### src/rtl/write_b_in_pkg.sv
// Shared leaf-interface package for the write_b_in block and its bank reader.
// It holds the bank-select state encoding, the default parameter values and
// a small helper that names the bank that follows the current one.
package write_b_in_pkg;

    // Selects the bank that takes the next accepted write.
    typedef enum logic {
        W0 = 1'b0,
        W1 = 1'b1
    } wr_state_t;

    localparam int DEF_PAYLOAD_BITS          = 64;
    localparam int DEF_NUM_ADDR_BITS         = 7;
    localparam int DEF_FREESPACE_UPDATE_SIZE = 64;

    // Writes alternate between the two banks.
    function automatic wr_state_t other_bank(input wr_state_t s);
        return (s == W0) ? W1 : W0;
    endfunction

endpackage

### src/rtl/write_b_in_credit.sv
// Credit counter for write_b_in. It tracks the number of free entries across
// both banks. An accepted write consumes one credit, and a freespace_update
// pulse returns FREESPACE_UPDATE_SIZE credits. The count saturates at the
// total capacity. A return that would exceed the capacity raises a sticky
// overflow flag, which clears only on reset.
module write_b_in_credit
    import write_b_in_pkg::*;
#(
    parameter int NUM_ADDR_BITS         = DEF_NUM_ADDR_BITS,
    parameter int FREESPACE_UPDATE_SIZE = DEF_FREESPACE_UPDATE_SIZE
) (
    input  logic                     clk,
    input  logic                     reset,
    input  logic                     accept,
    input  logic                     freespace_update,
    output logic [NUM_ADDR_BITS:0]   credits,
    output logic                     overflow_err
);

    localparam int CW = NUM_ADDR_BITS + 1;
    // One extra bit of headroom, so that an overshoot past the capacity is
    // visible before it is clamped.
    localparam int SW = NUM_ADDR_BITS + 2;
    localparam logic [SW-1:0] MAX_CREDITS = SW'(1) << NUM_ADDR_BITS;
    localparam logic [SW-1:0] RETURN_SIZE = SW'(FREESPACE_UPDATE_SIZE);

    logic [CW-1:0] credits_reg;
    logic [CW-1:0] credits_next;
    logic          overflow_reg;
    logic          overflow_next;
    logic [SW-1:0] sum;

    // Next credit value: apply the return and the consumption, then clamp to capacity.
    always_comb begin
        sum           = {1'b0, credits_reg};
        credits_next  = credits_reg;
        overflow_next = overflow_reg;
        if (freespace_update) begin
            sum = sum + RETURN_SIZE;
        end
        if (accept) begin
            sum = sum - SW'(1);
        end
        if (sum > MAX_CREDITS) begin
            credits_next  = MAX_CREDITS[CW-1:0];
            overflow_next = 1'b1;
        end else begin
            credits_next  = sum[CW-1:0];
        end
    end

    // Credit and overflow registers; reset leaves every entry free.
    always_ff @(posedge clk) begin
        if (reset) begin
            credits_reg  <= MAX_CREDITS[CW-1:0];
            overflow_reg <= 1'b0;
        end else begin
            credits_reg  <= credits_next;
            overflow_reg <= overflow_next;
        end
    end

    assign credits      = credits_reg;
    assign overflow_err = overflow_reg;

endmodule

### src/rtl/write_b_in.sv
// write_b_in: takes payloads from the network side and writes them in turn
// into two banks (bank 0, then bank 1). Each stored word is {valid, payload}.
// Optional feature macro: WRITE_B_IN_CREDIT_EN.
//   When the macro is defined, a credit counter gates rdy_out and flags overflow.
//   When the macro is not defined, rdy_out is always 1 and upstream owns flow control.
module write_b_in
    import write_b_in_pkg::*;
#(
    parameter int PAYLOAD_BITS          = DEF_PAYLOAD_BITS,
    parameter int NUM_ADDR_BITS         = DEF_NUM_ADDR_BITS,
    parameter int FREESPACE_UPDATE_SIZE = DEF_FREESPACE_UPDATE_SIZE
) (
    input  logic                      clk,
    input  logic                      reset,
    input  logic [PAYLOAD_BITS-1:0]   din,
    input  logic                      vld_in,
    output logic                      rdy_out,
    input  logic                      freespace_update,
    output logic [NUM_ADDR_BITS-2:0]  addra_0,
    output logic [NUM_ADDR_BITS-2:0]  addra_1,
    output logic [PAYLOAD_BITS:0]     dina_0,
    output logic [PAYLOAD_BITS:0]     dina_1,
    output logic                      wea_0,
    output logic                      wea_1,
    output logic [NUM_ADDR_BITS:0]    credits,
    output logic                      overflow_err
);

    localparam int AW = NUM_ADDR_BITS - 1;

    wr_state_t  state_reg;
    wr_state_t  state_next;
    logic       accept;
    logic [1:0] bank_we;

    // A write happens only when the bank side can take it. Reset forces the
    // write enables low, so a write that is in progress during reset is dropped.
    assign accept = vld_in && rdy_out && !reset;

    // Bank-select state register.
    always_ff @(posedge clk) begin
        if (reset) begin
            state_reg <= W0;
        end else begin
            state_reg <= state_next;
        end
    end

    // Steer the accepted write to the current bank, and move on to the other bank.
    always_comb begin
        state_next = state_reg;
        bank_we    = 2'b00;
        if (accept) begin
            state_next = other_bank(state_reg);
            bank_we[0] = (state_reg == W0);
            bank_we[1] = (state_reg == W1);
        end
    end

    // One address counter per bank. Each counter wraps silently at the bank depth.
    for (genvar gi = 0; gi < 2; gi++) begin : gen_bank
        logic [AW-1:0] addr_reg;

        // Advance this bank's address after each write that lands in this bank.
        always_ff @(posedge clk) begin
            if (reset) begin
                addr_reg <= '0;
            end else if (bank_we[gi]) begin
                addr_reg <= addr_reg + AW'(1);
            end
        end
    end

    assign addra_0 = gen_bank[0].addr_reg;
    assign addra_1 = gen_bank[1].addr_reg;
    assign wea_0   = bank_we[0];
    assign wea_1   = bank_we[1];
    assign dina_0  = {1'b1, din};
    assign dina_1  = {1'b1, din};

`ifdef WRITE_B_IN_CREDIT_EN
    write_b_in_credit #(
        .NUM_ADDR_BITS         (NUM_ADDR_BITS),
        .FREESPACE_UPDATE_SIZE (FREESPACE_UPDATE_SIZE)
    ) u_credit (
        .clk              (clk),
        .reset            (reset),
        .accept           (accept),
        .freespace_update (freespace_update),
        .credits          (credits),
        .overflow_err     (overflow_err)
    );

    // Credits are registered, so a freed-space return reaches rdy_out one cycle later.
    assign rdy_out = (credits != '0);
`else
    logic unused_freespace_update;

    assign unused_freespace_update = freespace_update;
    assign rdy_out                 = 1'b1;
    assign credits                 = '0;
    assign overflow_err            = 1'b0;
`endif

endmodule

### config.mk
export PLATFORM = sky130hd
export DESIGN_NAME = write_b_in
export DESIGN_NICKNAME = d
export VERILOG_FILES = /design/src/rtl/write_b_in_pkg.sv /design/src/rtl/write_b_in_credit.sv /design/src/rtl/write_b_in.sv
export SDC_FILE = /design/constraint.sdc
export NUM_CORES = 1
export LEC_CHECK = 0
export BUFFER_PORTS_ARGS = -buffer_cell sky130_fd_sc_hd__buf_2
export CORE_AREA = 2 2 86 88
export CTS_BUF_LIST = sky130_fd_sc_hd__clkbuf_4
export CTS_CLUSTER_DIAMETER = 80
export DETAILED_ROUTE_END_ITERATION = 16
export DIE_AREA = 0 0 88 90
export PLACE_DENSITY = 0.63
export SKIP_LAST_GASP = 1
export SYNTH_ARGS = -nofsm -noshare
export SYNTH_HDL_FRONTEND = slang
export SYNTH_SLANG_ARGS = --single-unit
export TNS_END_PERCENT = 1
### constraint.sdc
create_clock -name clk -period 3.25 [get_ports clk]
set_input_delay 0.325 -clock clk [delete_from_list [all_inputs] [get_ports clk]]
set_output_delay 0.325 -clock clk [all_outputs]
set_load 0.005 [all_outputs]
==> flow_summary.toml <==
[detailed_routing]
wl_met2_mm = 1.297
post-route-drc-count = 0
viasPerCell = 3.208
drt_iter0_markers = 4
drt-met1-wl_um = 665
vias = 616
dr.pass1.iters = 4
wl_per_cell_um = 13.62
highest_layer = "met4"
postRouteAntennaNets = 0
wl_mm = 2.615
wl_met3_um = 536

[timing]
fmax_mhz = 674.4
period_needed_ns = 1.483
fin_skew_ns = 0.004459
fin_tns_setup_ns = 0
hold_violations = 0
holdWs_ns = 0.4159
setup_viol = 0
rsz0062_at_grt = "no"
drv_slew = 0
period_share_pct = 45.63

[layout]
drive_gt1_share_pct = 24.73
diodes = 0
final_cells = 192
fill_cells = 814
post-route-util_pct = 12.39
area_delta_synth_final_pct = -47.74
layout_common_cells = "buf_2 (16), dfxtp_1 (13), conb_1 (12)"
mostFrequentLayoutCell = "buf_2"
nNetsFinal = 164

[die]
start_util_pct = 23.70
dieHeight_um = 90
io_pins = 222
dieArea_sq_um = 7920
dieWidth_um = 88
rows = 31
design.core.area_sq_um = 7020

[setup_path]
arrival_ns = 1.16
cp_slowest_stage_delay_ns = 0.40
crit_chain = "nor3b_2 > buf_2"
endpoint_kind = "output pin"
critPathRequiredTime_ns = 2.92
slowest_stage = "dfxtp_1"
critPathKind = "reg2out"
start_kind = "flip-flop"
crit_path_max_fanout = 6

[global_routing]
grt_pass1_wl_mm = 3.629
grt_usage_pct = 6.102
grt_remaining_overflow = 0
antenna_found_initial = 0
grt_max_degree = 19
grt_pass1_vias = 580

[place]
port_buffers = 16
dp_hpwl_mm = 2.221
gp_congestion = 0.6702
placedCellCount = 188

[yosys]
synth_area_per_cell_sq_um = 8.118
syn_inst = 205
synth_cell_type_count = 24
yosysSeqAreaShare_pct = 15.64
yosys_warnings = 0
ys_ff_latch = 13
syn_area_sq_um = 1664

[clock_tree]
cts_sinks = 13
cts-buffers-inserted = 3
postCtsHoldBufs = 0
clkTransAtPathRegs_ns = 0.08
post-cts-setup-buffer-count = 0
cts_tree = "built"
h-tree-depth = 1
clkLatencyLatePin_ns = 0.27
clock_path_buffers = 2
post_cts_resized = 0
cts_root_buf = "clkbuf_4"

[job]
drv_cap = 0

[min_path]
min_path_type = "in2reg"

[pwr]
p_leak_nw = 0.3487
peakVddDrop_v = 0.0001692
cellPowerDensity_nw_per_um2 = 350.4

[outcome]
status = "finished, final reports clean"
[final timing paths]
check                  start         end  slack, ns  depth (start not counted)
setup / recovery   state_reg       wea_0       1.77                          2
hold / removal         reset   state_reg       0.42                          2
setup reg to reg   state_reg  addra_1[5]       1.88                          3
hold reg to reg   addra_0[5]  addra_0[5]       0.48                          2
[synth_stat cells, drive strengths merged]
master | count | share of area [%]
nand3 | 1 | 0.30
xor2 | 2 | 1.1
inv | 2 | 0.45
or4 | 2 | 0.90
a21oi | 6 | 1.8
dfxtp | 13 | 16
nand4b | 1 | 0.53
nor4bb | 1 | 0.60
conb | 2 | 0.45
o31ai | 2 | 0.90
xnor2 | 3 | 1.6
o21ai | 6 | 1.8
or3 | 4 | 1.5
clkbuf | 1 | 0.23
nand4bb | 1 | 1.7
nor2 | 5 | 1.1
nand2b | 1 | 0.38
buf | 141 | 64
ha | 2 | 1.5
nor3b | 1 | 0.75
nand2 | 6 | 1.4
nand3b | 2 | 1.7
[final cells by class]
class	instances	area (sq um)	area share, %
repair buffers	16	80.08	9.209
multi-input cells	58	367.9	42.30
well taps	99	123.9	14.24
inverters	2	7.507	0.8633
clock buffers	4	30.03	3.453
flip-flops and latches	13	260.3	29.93
[report_power, final]
group          leakage [nW]  switching [W]  internal, W
combinational         0.225      0.0000153    0.0000126
clock                0.0184      0.0000512    0.0000558
sequential            0.105     0.00000640     0.000163
total                 0.349      0.0000730     0.000232
[metal layers]
metal  track usage, %  vias to the layer above
met3            4.316                       22
met5                0                        -
met4            3.974                        0
met1            4.844                      248
li1                 -                      272
met2            10.35                       74
[stage by stage]
step                instance area [sq um]   power, W  setup slack (ns)
global route                        869.6  0.0003224             1.678
CTS                                 869.6  0.0003101             1.741
global placement                    839.6  0.0002015             1.709
finish                              869.6  0.0003047             1.767
floorplan                            1702  0.0003311             1.886
detailed placement                  839.6  0.0002019             1.701
[logic make-up (layout without fill, tap and decap cells)]
kind of cell | count (synthesis) | after routing | share of synthesized area [%]
buffers and inverters | 144 | 22 | 64.51
and+or+nand+nor | 25 | 25 | 10.75
AOI/OAI and AO/OA | 14 | 14 | 4.511
DFF | 13 | 13 | 15.64
xor gates and xnor gates | 5 | 5 | 2.632
adders and majority gates | 2 | 2 | 1.504
other | 2 | 12 | 0.4513
[critical path, delay by kind of cell (launching register included)]
| family | cells | cell delay, ns |
|---|---|---|
| simple gates | 1 | 0.31 |
| buf+inv | 1 | 0.18 |
| flops | 1 | 0.40 |
Note: power is estimated with default switching activity, not from simulation.
